## config.mk

```make
export PLATFORM = sky130hd
export DESIGN_NAME = bitwise_logic_unit_flat
export DESIGN_NICKNAME = d
export VERILOG_FILES = /design/src/rtl/bitwise_logic_unit_pkg.sv /design/src/rtl/bitwise_logic_unit_if.sv /design/src/rtl/bitwise_logic_unit_slice.sv /design/src/rtl/bitwise_logic_unit.sv /design/src/flat_wrapper.sv
export SDC_FILE = /design/constraint.sdc
export NUM_CORES = 1
export LEC_CHECK = 0
export BUFFER_PORTS_ARGS = -buffer_cell sky130_fd_sc_hd__buf_2
export CAP_MARGIN = 20
export CORE_UTILIZATION = 45
export CTS_BUF_LIST = sky130_fd_sc_hd__clkbuf_8
export DETAILED_ROUTE_END_ITERATION = 8
export PLACE_DENSITY_LB_ADDON = 0.05
export SLEW_MARGIN = 10
export SYNTH_ARGS = -nofsm -noshare
export SYNTH_HDL_FRONTEND = slang
export SYNTH_SLANG_ARGS = --single-unit
```

## constraint.sdc

```tcl
create_clock -name clk -period 2.8 [get_ports clk]
set_clock_uncertainty 0.15 [all_clocks]
set_input_delay 0.84 -clock clk [delete_from_list [all_inputs] [get_ports clk]]
set_output_delay 0.84 -clock clk [all_outputs]
set_load 0.03 [all_outputs]
```

## src/rtl/bitwise_logic_unit_pkg.sv

```systemverilog
// ---------------------------------------------------------------------------
// minicpu_alu_pkg
// Shared definitions for the MiniCPU logic/ALU datapath: the 3-bit logic
// operation codes and the state encoding of the slice-serial logic unit.
// The op codes are also meant for the future ALU op decoder, so keep the
// encodings stable.
// ---------------------------------------------------------------------------
package minicpu_alu_pkg;

    typedef logic [2:0] op_t;

    localparam op_t OP_AND  = 3'b000;
    localparam op_t OP_OR   = 3'b001;
    localparam op_t OP_XOR  = 3'b010;
    localparam op_t OP_NAND = 3'b011;
    localparam op_t OP_NOR  = 3'b100;
    localparam op_t OP_XNOR = 3'b101;
    localparam op_t OP_NOTA = 3'b110;
    localparam op_t OP_ANDN = 3'b111;

    typedef enum logic [1:0] {
        ST_IDLE = 2'b00,
        ST_BUSY = 2'b01,
        ST_DONE = 2'b10
    } state_t;

endpackage

```

## src/rtl/bitwise_logic_unit_if.sv

```systemverilog
// ---------------------------------------------------------------------------
// bitwise_logic_unit_if
// Request/response bundle of the bitwise logic unit.
//   Request  : in_valid, in_ready, op, a, b
//   Response : out_valid, out_ready, result, zero, parity
// master = requester/consumer side, slave = the logic unit itself.
// ---------------------------------------------------------------------------
interface bitwise_logic_unit_if
    import minicpu_alu_pkg::*;
#(
    parameter int WIDTH = 8
);

    logic             in_valid;
    logic             in_ready;
    op_t              op;
    logic [WIDTH-1:0] a;
    logic [WIDTH-1:0] b;
    logic             out_valid;
    logic             out_ready;
    logic [WIDTH-1:0] result;
    logic             zero;
    logic             parity;

    modport master (
        output in_valid, op, a, b, out_ready,
        input  in_ready, out_valid, result, zero, parity
    );

    modport slave (
        input  in_valid, op, a, b, out_ready,
        output in_ready, out_valid, result, zero, parity
    );

endinterface

```

## src/rtl/bitwise_logic_unit_slice.sv

```systemverilog
// ---------------------------------------------------------------------------
// logic_slice
// Purely combinational SLICE-bit logic cell used by the slice-serial unit.
//   op      : operation code (minicpu_alu_pkg OP_*)
//   a_s,b_s : operand slices
//   y_s     : operation result for this slice
//   y_zero  : 1 when y_s is all zeros
//   y_par   : XOR reduction of y_s
// ---------------------------------------------------------------------------
module logic_slice
    import minicpu_alu_pkg::*;
#(
    parameter int SLICE = 4
) (
    input  op_t              op,
    input  logic [SLICE-1:0] a_s,
    input  logic [SLICE-1:0] b_s,
    output logic [SLICE-1:0] y_s,
    output logic             y_zero,
    output logic             y_par
);

    // Every op code is defined; NOT A simply ignores b_s.
    always_comb begin
        y_s = '0;
        case (op)
            OP_AND:  y_s = a_s & b_s;
            OP_OR:   y_s = a_s | b_s;
            OP_XOR:  y_s = a_s ^ b_s;
            OP_NAND: y_s = ~(a_s & b_s);
            OP_NOR:  y_s = ~(a_s | b_s);
            OP_XNOR: y_s = ~(a_s ^ b_s);
            OP_NOTA: y_s = ~a_s;
            OP_ANDN: y_s = a_s & ~b_s;
        endcase
    end

    assign y_zero = (y_s == '0);
    assign y_par  = ^y_s;

endmodule

```

## src/rtl/bitwise_logic_unit.sv

```systemverilog
// ---------------------------------------------------------------------------
// bitwise_logic_unit
// Slice-serial bitwise logic unit: latches one operand pair, then produces
// SLICE result bits per cycle (LSB slice first) and finally presents the
// full result with zero and parity flags.
//   clk : clock, rising edge
//   rst : synchronous active-high reset
//   bus : bitwise_logic_unit_if slave port (request + response handshake)
// ---------------------------------------------------------------------------
module bitwise_logic_unit
    import minicpu_alu_pkg::*;
#(
    parameter int WIDTH = 8,
    parameter int SLICE = 4
) (
    input  logic                 clk,
    input  logic                 rst,
    bitwise_logic_unit_if.slave  bus
);

    localparam int N  = WIDTH / SLICE;
    localparam int CW = (N > 1) ? $clog2(N) : 1;
    localparam logic [CW-1:0] LAST = CW'(N - 1);

    // Refuse to build a unit whose width does not split into whole slices.
    generate
        if ((SLICE < 1) || (WIDTH < SLICE) || ((WIDTH % SLICE) != 0)) begin : g_badParams
            $error("bitwise_logic_unit: WIDTH must be a non-zero multiple of SLICE");
        end
    endgenerate

    state_t                  r_state;
    state_t                  w_nextState;
    logic [CW-1:0]           r_cnt;
    op_t                     r_op;
    logic [N-1:0][SLICE-1:0] r_a;
    logic [N-1:0][SLICE-1:0] r_b;
    logic [N-1:0][SLICE-1:0] r_result;
    logic                    r_accZero;
    logic                    r_accPar;
    logic                    r_zero;
    logic                    r_parity;
    logic                    r_outValid;

    logic                    w_accept;
    logic                    w_lastSlice;
    logic                    w_release;
    logic [SLICE-1:0]        w_ySlice;
    logic                    w_yZero;
    logic                    w_yPar;

    // A single slice cell, fed by the counter-selected slice of the latched operands.
    logic_slice #(
        .SLICE (SLICE)
    ) u_slice (
        .op     (r_op),
        .a_s    (r_a[r_cnt]),
        .b_s    (r_b[r_cnt]),
        .y_s    (w_ySlice),
        .y_zero (w_yZero),
        .y_par  (w_yPar)
    );

    // State register.
    always_ff @(posedge clk) begin
        if (rst) begin
            r_state <= ST_IDLE;
        end else begin
            r_state <= w_nextState;
        end
    end

    // Next-state decode plus the three strobes that steer the datapath:
    // accept a request, write the final slice, hand the result over.
    // Acceptance is blocked while rst is high so a request can never slip
    // in during the reset cycle.
    always_comb begin
        w_nextState = r_state;
        w_accept    = 1'b0;
        w_lastSlice = 1'b0;
        w_release   = 1'b0;
        case (r_state)
            ST_IDLE: begin
                if (bus.in_valid && !rst) begin
                    w_accept    = 1'b1;
                    w_nextState = ST_BUSY;
                end
            end
            ST_BUSY: begin
                if (r_cnt == LAST) begin
                    w_lastSlice = 1'b1;
                    w_nextState = ST_DONE;
                end
            end
            ST_DONE: begin
                if (bus.out_ready) begin
                    w_release   = 1'b1;
                    w_nextState = ST_IDLE;
                end
            end
            default: w_nextState = ST_IDLE;
        endcase
    end

    // Operand/op capture at acceptance; afterwards the bus inputs may change
    // freely. No reset needed: these are always reloaded before use.
    always_ff @(posedge clk) begin
        if (w_accept) begin
            r_op <= bus.op;
            r_a  <= bus.a;
            r_b  <= bus.b;
        end
    end

    // Slice counter, result register and flag accumulators. The zero
    // accumulator starts at 1 (nothing non-zero seen yet) and the parity
    // accumulator at 0; the final slice's contribution is folded in directly
    // when loading the visible flags so they appear together with out_valid.
    always_ff @(posedge clk) begin
        if (rst) begin
            r_cnt      <= '0;
            r_result   <= '0;
            r_accZero  <= 1'b0;
            r_accPar   <= 1'b0;
            r_zero     <= 1'b0;
            r_parity   <= 1'b0;
            r_outValid <= 1'b0;
        end else begin
            if (w_accept) begin
                r_cnt     <= '0;
                r_accZero <= 1'b1;
                r_accPar  <= 1'b0;
            end
            if (r_state == ST_BUSY) begin
                r_result[r_cnt] <= w_ySlice;
                r_accZero       <= r_accZero & w_yZero;
                r_accPar        <= r_accPar ^ w_yPar;
                if (w_lastSlice) begin
                    r_zero     <= r_accZero & w_yZero;
                    r_parity   <= r_accPar ^ w_yPar;
                    r_outValid <= 1'b1;
                end else begin
                    r_cnt <= r_cnt + 1'b1;
                end
            end
            if (w_release) begin
                r_outValid <= 1'b0;
            end
        end
    end

    assign bus.in_ready  = (r_state == ST_IDLE) && !rst;
    assign bus.out_valid = r_outValid;
    assign bus.result    = r_result;
    assign bus.zero      = r_zero;
    assign bus.parity    = r_parity;

endmodule

```

## src/flat_wrapper.sv

```systemverilog
// flat-port wrapper written by rule: the top's interface ports become plain ports
module bitwise_logic_unit_flat import minicpu_alu_pkg::*;
#(
    parameter int WIDTH = 8,
    parameter int SLICE = 4
)
  (clk, rst, bus_in_valid, bus_op, bus_a, bus_b, bus_out_ready, bus_in_ready, bus_out_valid, bus_result, bus_zero, bus_parity);
  bitwise_logic_unit_if #(.WIDTH(WIDTH)) bus_i ();
  input  logic clk;
  input  logic rst;
  input wire logic [$bits(bus_i.in_valid)-1:0] bus_in_valid;
  input wire logic [$bits(bus_i.op)-1:0] bus_op;
  input wire logic [$bits(bus_i.a)-1:0] bus_a;
  input wire logic [$bits(bus_i.b)-1:0] bus_b;
  input wire logic [$bits(bus_i.out_ready)-1:0] bus_out_ready;
  output wire logic [$bits(bus_i.in_ready)-1:0] bus_in_ready;
  output wire logic [$bits(bus_i.out_valid)-1:0] bus_out_valid;
  output wire logic [$bits(bus_i.result)-1:0] bus_result;
  output wire logic [$bits(bus_i.zero)-1:0] bus_zero;
  output wire logic [$bits(bus_i.parity)-1:0] bus_parity;
  assign bus_i.in_valid = bus_in_valid;
  assign bus_i.op = bus_op;
  assign bus_i.a = bus_a;
  assign bus_i.b = bus_b;
  assign bus_i.out_ready = bus_out_ready;
  assign bus_in_ready = bus_i.in_ready;
  assign bus_out_valid = bus_i.out_valid;
  assign bus_result = bus_i.result;
  assign bus_zero = bus_i.zero;
  assign bus_parity = bus_i.parity;
  bitwise_logic_unit #(.WIDTH(WIDTH), .SLICE(SLICE)) u_core (.clk(clk), .rst(rst), .bus(bus_i));
endmodule
```

Word level (Yosys, flattened, before mapping)
Index checks and enable logic that the tools add are counted.

cells by class
  add/sub/neg operators = 1
  magnitude comparators = 2
  eq/ne operators = 12
  muxes and demuxes = 25
  bitwise logic cells = 11
  reductions and logical operators = 12

operators with widths
  kind                count
  $pmux 4 s8          1
  $mux 4              5
  $not 4->4           5
  $mux 1              13
  $eq 3x3->1 const B  4
  $and 4x4->4         2
  $bwmux 8            1
  $eq 3x2->1 const B  2
  $mux 2              3
  $pmux 2 s3          1
  $demux 4 s1         1
  $logic_not 4->1     1
  $ne 2x1->1 const B  2
  $or 4x4->4          1
  $reduce_xor 4->1    1
  $xor 4x4->4         1
  $eq 3x1->1 const B  1
  $logic_and 1x1->1   3
  $logic_not 3->1     1
  $reduce_and 3->1    1
  $eq 2x1->1 const B  1
  $eq 2x2->1 const B  1
  $logic_not 2->1     1
  $lt 1x2->1 const B  1
  other kinds (9)     9

word-level totals
  register bits = 35
  input bits = 23
  word-level logic and storage cells = 77

Logic depth before layout (Yosys ltp)
  depth in word-level cells = 8
  gate-level depth with buffers = 13
  gate-level depth less buffers = 12

Cells and area by module
A second synthesis with hierarchy kept.

unflattened totals
  cell total of the unflattened synthesis = 179
  area total of the unflattened synthesis = 1918.1 sq um

by module, submodules not included
  module              times used  cells each  area an instance (sq um)  sequential area each (sq um)
  bitwise_logic_unit  1           98          1326.3                    890.9
  logic_slice         1           81          591.8                     0.0

Worst setup path before layout
OpenSTA, ideal clock, no wires.

  kind = register to register
  start point = reg u_core.r_cnt
  end point = reg u_core.r_accPar
  setup time = 0.132 ns
  arrival time = 2.807 ns
  data required time = 2.518 ns
  slack = -0.289 ns
  stages on the path, launching flop included = 13
  buffers on the path = 1
  path through = dfxtp_1 > buf_6 > mux2_4 > ha_1 > or3b_2 > a21oi_2 > nor4_1 > or2_1 > ha_1 > xnor2_1 > and2_1 > o21ai_0 > a21oi_1

on the way
  word-level cells in the longest chain between the ends = 8
  elaborated cells between the ends (all ways) = 17
  classes of those cells = mux (6); bitwise (10); reduce/logical (1)

ends and longest elaborated chain
  element                                 line                                                text
  start, declared                         bitwise_logic_unit.sv:34                            logic [CW-1:0] r_cnt;
  start signal, assigned                  bitwise_logic_unit.sv:143                           r_cnt <= r_cnt + 1'b1;
  $mux 4 (on tied branches) (2 in a row)  bitwise_logic_unit.sv:58, bitwise_logic_unit.sv:57
  $not 4->4 (tied with other cells)       bitwise_logic_unit_slice.sv:34                      OP_ANDN: y_s = a_s & ~b_s;
  $and 4x4->4 (tied with other cells)     bitwise_logic_unit_slice.sv:34
  $pmux 4 s8 (*)                          bitwise_logic_unit_slice.sv:26                      case (op)
  $reduce_xor 4->1 (*)                    bitwise_logic_unit_slice.sv:39                      assign y_par = ^y_s;
  $xor 1x1->1 (*)                         bitwise_logic_unit.sv:137                           r_accPar <= r_accPar ^ w_yPar;
  $mux 1 (*)                              bitwise_logic_unit.sv:134                           if (r_state == ST_BUSY) begin
  end signal, assigned                    bitwise_logic_unit.sv:137
  end, declared                           bitwise_logic_unit.sv:40                            logic r_accPar;

Mark *: on every way between the ends. The rest lies on a longest branch, timed or not. The select of a mux whose other input is x is not followed.
A chain may end at the register's enable or synchronous reset.

Final worst setup path
  start point = reg u_core.r_cnt
  end point = reg u_core.r_parity (netlist: u_core.bus.parity)

on the way
  word-level cells in the longest chain between the ends = 7
  elaborated cells between the ends (all ways) = 19
  classes of those cells = mux (7); bitwise (10); reduce/logical (2)

ends and longest elaborated chain
  element                                 line                                                text
  $mux 4 (on tied branches) (2 in a row)  bitwise_logic_unit.sv:58, bitwise_logic_unit.sv:57
  $not 4->4 (tied with other cells)       bitwise_logic_unit_slice.sv:34
  $and 4x4->4 (tied with other cells)     bitwise_logic_unit_slice.sv:34
  $pmux 4 s8                              bitwise_logic_unit_slice.sv:26
  $reduce_xor 4->1                        bitwise_logic_unit_slice.sv:39
  $xor 1x1->1                             bitwise_logic_unit.sv:140                           r_parity <= r_accPar ^ w_yPar;
  end signal, assigned                    bitwise_logic_unit.sv:140
  end, declared                           bitwise_logic_unit.sv:42                            logic r_parity;

Parallel ways exist; a longest one is shown, timed or not. The select of a mux whose other input is x is not followed.

==> impl_summary.log <==
[metrics] required time at the worst-slack endpoint: 2.88 ns
[metrics] post-synthesis cell count: 192
[metrics] cell types occupying the most area after synthesis: sky130_fd_sc_hd__edfxtp_1, sky130_fd_sc_hd__dfxtp_1, sky130_fd_sc_hd__ha_1
[metrics] syn_nets: 229
[metrics] final setup slack of the worst path: -0.03522 ns
[metrics] routed length on met1: 1759 um
[metrics] run status: finished with violations
[metrics] Filler Cells Inserted: 370
[metrics] Tightest Pin Transition: 0.5180 ns
[metrics] share of the yosys chip area belonging to registers: 43.84%
[metrics] Die Area: 0.004788 sq mm
[metrics] width of the die: 69.20 um
[metrics] post-synthesis area per instance: between 10 and 15 sq um
[metrics] Tot GR Track Use: 16.81%
[metrics] Crit. path cell count: 12
[metrics] Worst setup startpoint: u_core.r_cnt$_SDFF_PP0_
[metrics] ratio of routed vias to standard cells: ~5.3
[metrics] met3 routed WL: about 150 um
[metrics] Slowest-stage cell, CP: sky130_fd_sc_hd__dfxtp_4
[metrics] post-layout utilization of the core: 58.91%
[metrics] initial antenna violation count: 0
[metrics] cell class contributing the biggest share of worst-path delay: simple AND/OR/NAND/NOR gates
[metrics] pin count of the biggest net entering global routing: 20
[metrics] end of the critical path: u_core.bus.parity$_SDFFE_PP0P_
[metrics] count of routing violations after the opening detailed-route iteration: 71
[metrics] Pwr Density: 492.8 mW/mm^2
[metrics] Final Non-Filler Cells: between 200 and 300
[metrics] register cell area after layout: 894.6 sq um
[metrics] Worst slew margin: 65.37%
[metrics] overall via count from detail_route: ~1600
[metrics] DRT Pass-1 Iters: 4
[metrics] area of the core: 0.004354 sq mm
[metrics] distinct cell type count of the synthesized netlist: 46
[metrics] most used cell along the critical path: sky130_fd_sc_hd__ha_4
[metrics] total setup violations reported at the end of the flow: 2
[metrics] clock insertion delay at the later pin of the skew report: 0.28 ns
[metrics] maximum buffer depth of the clock tree: 2
[metrics] kind of launch point of the worst setup path: register
[metrics] kind of end point of the critical path: register
[metrics] Cell Chain, Critical Path: mux2_4, inv_2, ha_4, or3b_1, a21oi_2, nor4_1, or2_1, ha_4, xnor2_4, xnor2_2, mux2i_1, nor2_1
[metrics] first-pass GRT wire length: 6472 um
[metrics] endpoint of the lowest-slack register-to-register path: u_core.bus.parity$_SDFFE_PP0P_
[metrics] cell area after synthesis: just over 0.002 sq mm
[metrics] die extent in y: between 60 and 70 um
[metrics] leakage power: approximately 1.1 nW
[metrics] area share of the largest cell type after synthesis: 28.08%
[metrics] final RePlAce weighted congestion: 0.8086
[metrics] time the final worst path needs with I/O delays and setup: 2.835 ns
[metrics] IO Port Bufs: 34
[metrics] clock edge transition at the registers on the reported setup and hold paths: 0.07 ns
[metrics] r2r setup slk: -0.04 ns
[metrics] total routed wirelength: 3881 um
[metrics] n_diodes: 0
[metrics] post-DP HPWL: 2984 um
[metrics] initial core utilization: 46.67%
[metrics] number of pins exceeding their max-slew limit in the final report: 0
[metrics] routed wirelength normalized by instance count: 13.07 um
[metrics] launching point of the worst reg2reg path: u_core.r_cnt$_SDFF_PP0_
[metrics] crit path buf inv count: 1
[metrics] worst voltage drop across the vdd grid: ~0.00024 V
[metrics] Critical Path Max Stage Delay: 0.43 ns
[metrics] number of nets in the finished design: 281
[metrics] detailed route wirelength on metal2: 1901 um
[metrics] clock tree from TritonCTS: yes
[metrics] I/O Pins: 35
[metrics] number of enable flip-flop cells after synthesis: 19
[metrics] depth of the worst register-to-register path: 12
[metrics] fraction of layout instances using a drive strength above 1: 39.59%
[metrics] global route overflow: 0
[metrics] sinks on the clock net: 35
[metrics] cell type with the largest total area after synthesis: sky130_fd_sc_hd__edfxtp_1
[metrics] async set-reset flop share out of synthesis: 0%
[metrics] area occupied by multi-input gates: 0.001125 sq mm
[metrics] layout overhead on the synthesized area: 26.23%
[metrics] primary flip-flop cell chosen by synthesis mapping: sky130_fd_sc_hd__edfxtp_1
[metrics] DRC violations left: 0
[metrics] final count of hold timing violations: 0
[metrics] max capacitance violation total: 0
[metrics] total CTS buffers: 5
[metrics] flop and latch count out of synthesis: 35
[metrics] class of the worst hold path: register to register
[metrics] number of placement rows: 24
[metrics] CP Max Fanout: 8
[metrics] residual antenna-violating net count after detailed routing: 0
[metrics] count of synthesis-stage warnings from yosys: 0
[metrics] Worst Setup Path Type: register to register
[metrics] Highest Signal Layer: met4
[metrics] Placed Cells: 287
[metrics] worst hold margin: ~0.32 ns
[metrics] Clk Tree Root Cell: sky130_fd_sc_hd__clkbuf_8
[metrics] maximum clock frequency: 0.3527 GHz
[metrics] CTS H-tree lvls: 2
[metrics] via count of the first global-routing pass: 1496
[metrics] arrival time worst endpoint: 2.91 ns
[metrics] failing checks: setup timing
[metrics] ratio of final minimum period to clock period: 101.3%
[metrics] RSZ-0062 raised after global routing: yes
how the worst min path moves through the flow:
stage,cells after the start,from,endpoint,slack [ns]
global route,2,u_core.bus.out_valid$_SDFFE_PP0P_,u_core.bus.out_valid$_SDFFE_PP0P_,0.36
global placement,2,u_core.bus.result[3]$_SDFFE_PP0P_,u_core.bus.result[3]$_SDFFE_PP0P_,0.30
finish,2,u_core.bus.out_valid$_SDFFE_PP0P_,u_core.bus.out_valid$_SDFFE_PP0P_,0.32
floorplan,2,u_core.r_accZero$_SDFFE_PP0P_,u_core.r_accZero$_SDFFE_PP0P_,0.33
CTS,2,u_core.bus.result[7]$_SDFFE_PP0P_,u_core.bus.result[7]$_SDFFE_PP0P_,0.33
detailed placement,2,u_core.bus.result[7]$_SDFFE_PP0P_,u_core.bus.result[7]$_SDFFE_PP0P_,0.31
logic make-up after synthesis:
logic type / after synthesis / synth area share [%]
and+or+nand+nor: 69 / 20.63
AOI/OAI and AO/OA: 37 / 13.24
DFF: 35 / 43.84
buffers and inverters: 25 / 7.266
adders and majority gates: 14 / 8.621
muxes: 10 / 5.542
xor gates and xnor gates: 2 / 0.8622
layer usage:
metal  track usage (%)  vias to the layer above
li1                  -                      792
met1             19.43                      724
met2             29.99                       38
met3             3.924                        8
met4             6.349                        0
met5                 0                        -
Yosys cell counts, types with 3 or more instances:
cell                        n
sky130_fd_sc_hd__buf_6      6
sky130_fd_sc_hd__nor3_1     6
sky130_fd_sc_hd__o21ai_0    5
sky130_fd_sc_hd__dfxtp_1   16
sky130_fd_sc_hd__inv_1     12
sky130_fd_sc_hd__a32oi_1    4
sky130_fd_sc_hd__nand2_1   14
sky130_fd_sc_hd__nand3b_1   3
sky130_fd_sc_hd__edfxtp_1  19
sky130_fd_sc_hd__and2_1     3
sky130_fd_sc_hd__nor4_1     3
sky130_fd_sc_hd__a21oi_2    3
sky130_fd_sc_hd__a21oi_1    9
sky130_fd_sc_hd__ha_1      14
sky130_fd_sc_hd__mux2i_1    6
sky130_fd_sc_hd__buf_2      4
sky130_fd_sc_hd__or2_1      8
sky130_fd_sc_hd__nand2b_1   6
sky130_fd_sc_hd__nor2_1     9
sky130_fd_sc_hd__nand3_1    3
through the flow:
stage	TNS, ns	setup WS (ns)	area (sq um)	power [W]
after detailed placement	-0.3482	-0.2003	2396	0.0008881
after floorplan	-0.05093	-0.03559	2098	0.0008055
after global placement	-0.2452	-0.1413	2396	0.0008770
final	-0.06831	-0.03522	2565	0.001264
after global routing	-0.3344	-0.1861	2565	0.001331
after CTS	-0.1297	-0.07055	2535	0.001275
flip-flops by register name, summed over array words and instances (netlist names):
name / cells
u_core.r_b: 8
u_core.r_accZero: 1
u_core.bus.out_valid: 1
u_core.bus.result: 8
u_core.r_op: 3
u_core.bus.zero: 1
u_core.r_a: 8
u_core.r_accPar: 1
u_core.r_state: 2
u_core.r_cnt: 1
u_core.bus.parity: 1
power breakdown:
group	total, W	leakage, nW	internal (W)	switching, W
clock	0.000347	0.0470	0.000170	0.000176
sequential	0.000594	0.307	0.000571	0.0000236
combinational	0.000323	0.734	0.000164	0.000159
total	0.00126	1.09	0.000905	0.000359
worst reg2reg max path, cell delays in order, from the launching register on:
cell	delay (ns)
sky130_fd_sc_hd__dfxtp_4	0.43
sky130_fd_sc_hd__mux2_4	0.35
sky130_fd_sc_hd__inv_2	0.07
sky130_fd_sc_hd__ha_4	0.19
sky130_fd_sc_hd__or3b_1	0.36
sky130_fd_sc_hd__a21oi_2	0.15
sky130_fd_sc_hd__nor4_1	0.06
sky130_fd_sc_hd__or2_1	0.25
sky130_fd_sc_hd__ha_4	0.30
sky130_fd_sc_hd__xnor2_4	0.13
sky130_fd_sc_hd__xnor2_2	0.14
sky130_fd_sc_hd__mux2i_1	0.09
sky130_fd_sc_hd__nor2_1	0.11
cell type report:
cell class | instances | share of cell area, %
Multi-Input combinational cell | 132 | 43.85
Clock inverter | 3 | 0.6341
Timing Repair Buffer | 58 | 13.66
Clock buffer | 5 | 2.683
Inverter | 12 | 1.756
Tap cell | 52 | 2.537
Sequential cell | 35 | 34.88
layout by cell type, fill, tap and decap left out, types with 4 or more instances in the layout:
cell and count:
sky130_fd_sc_hd__nor3_1 5, sky130_fd_sc_hd__mux2i_1 4, sky130_fd_sc_hd__a21oi_2 5, sky130_fd_sc_hd__clkbuf_8 5, sky130_fd_sc_hd__o21ai_0 4, sky130_fd_sc_hd__or2_1 8
sky130_fd_sc_hd__dfxtp_1 15, sky130_fd_sc_hd__a32oi_1 4, sky130_fd_sc_hd__nand2b_1 6, sky130_fd_sc_hd__inv_1 11, sky130_fd_sc_hd__buf_4 24, sky130_fd_sc_hd__ha_4 4
sky130_fd_sc_hd__ha_1 10, sky130_fd_sc_hd__nor2_1 8, sky130_fd_sc_hd__a21oi_1 7, sky130_fd_sc_hd__nand2_1 14, sky130_fd_sc_hd__edfxtp_1 19, sky130_fd_sc_hd__buf_2 34
repair_timing:
| action | 4_1_cts | 5_1_grt |
|---|---|---|
| hold buffers | 0 | 0 |
| resized for setup | 6 | 5 |
| buffers inserted | 1 | 1 |
| endpoints found under the setup margin | 2 | 2 |
| pin swaps | 1 | 3 |
| cloned | 0 | 0 |
Note: power is estimated with default switching activity, not from simulation.
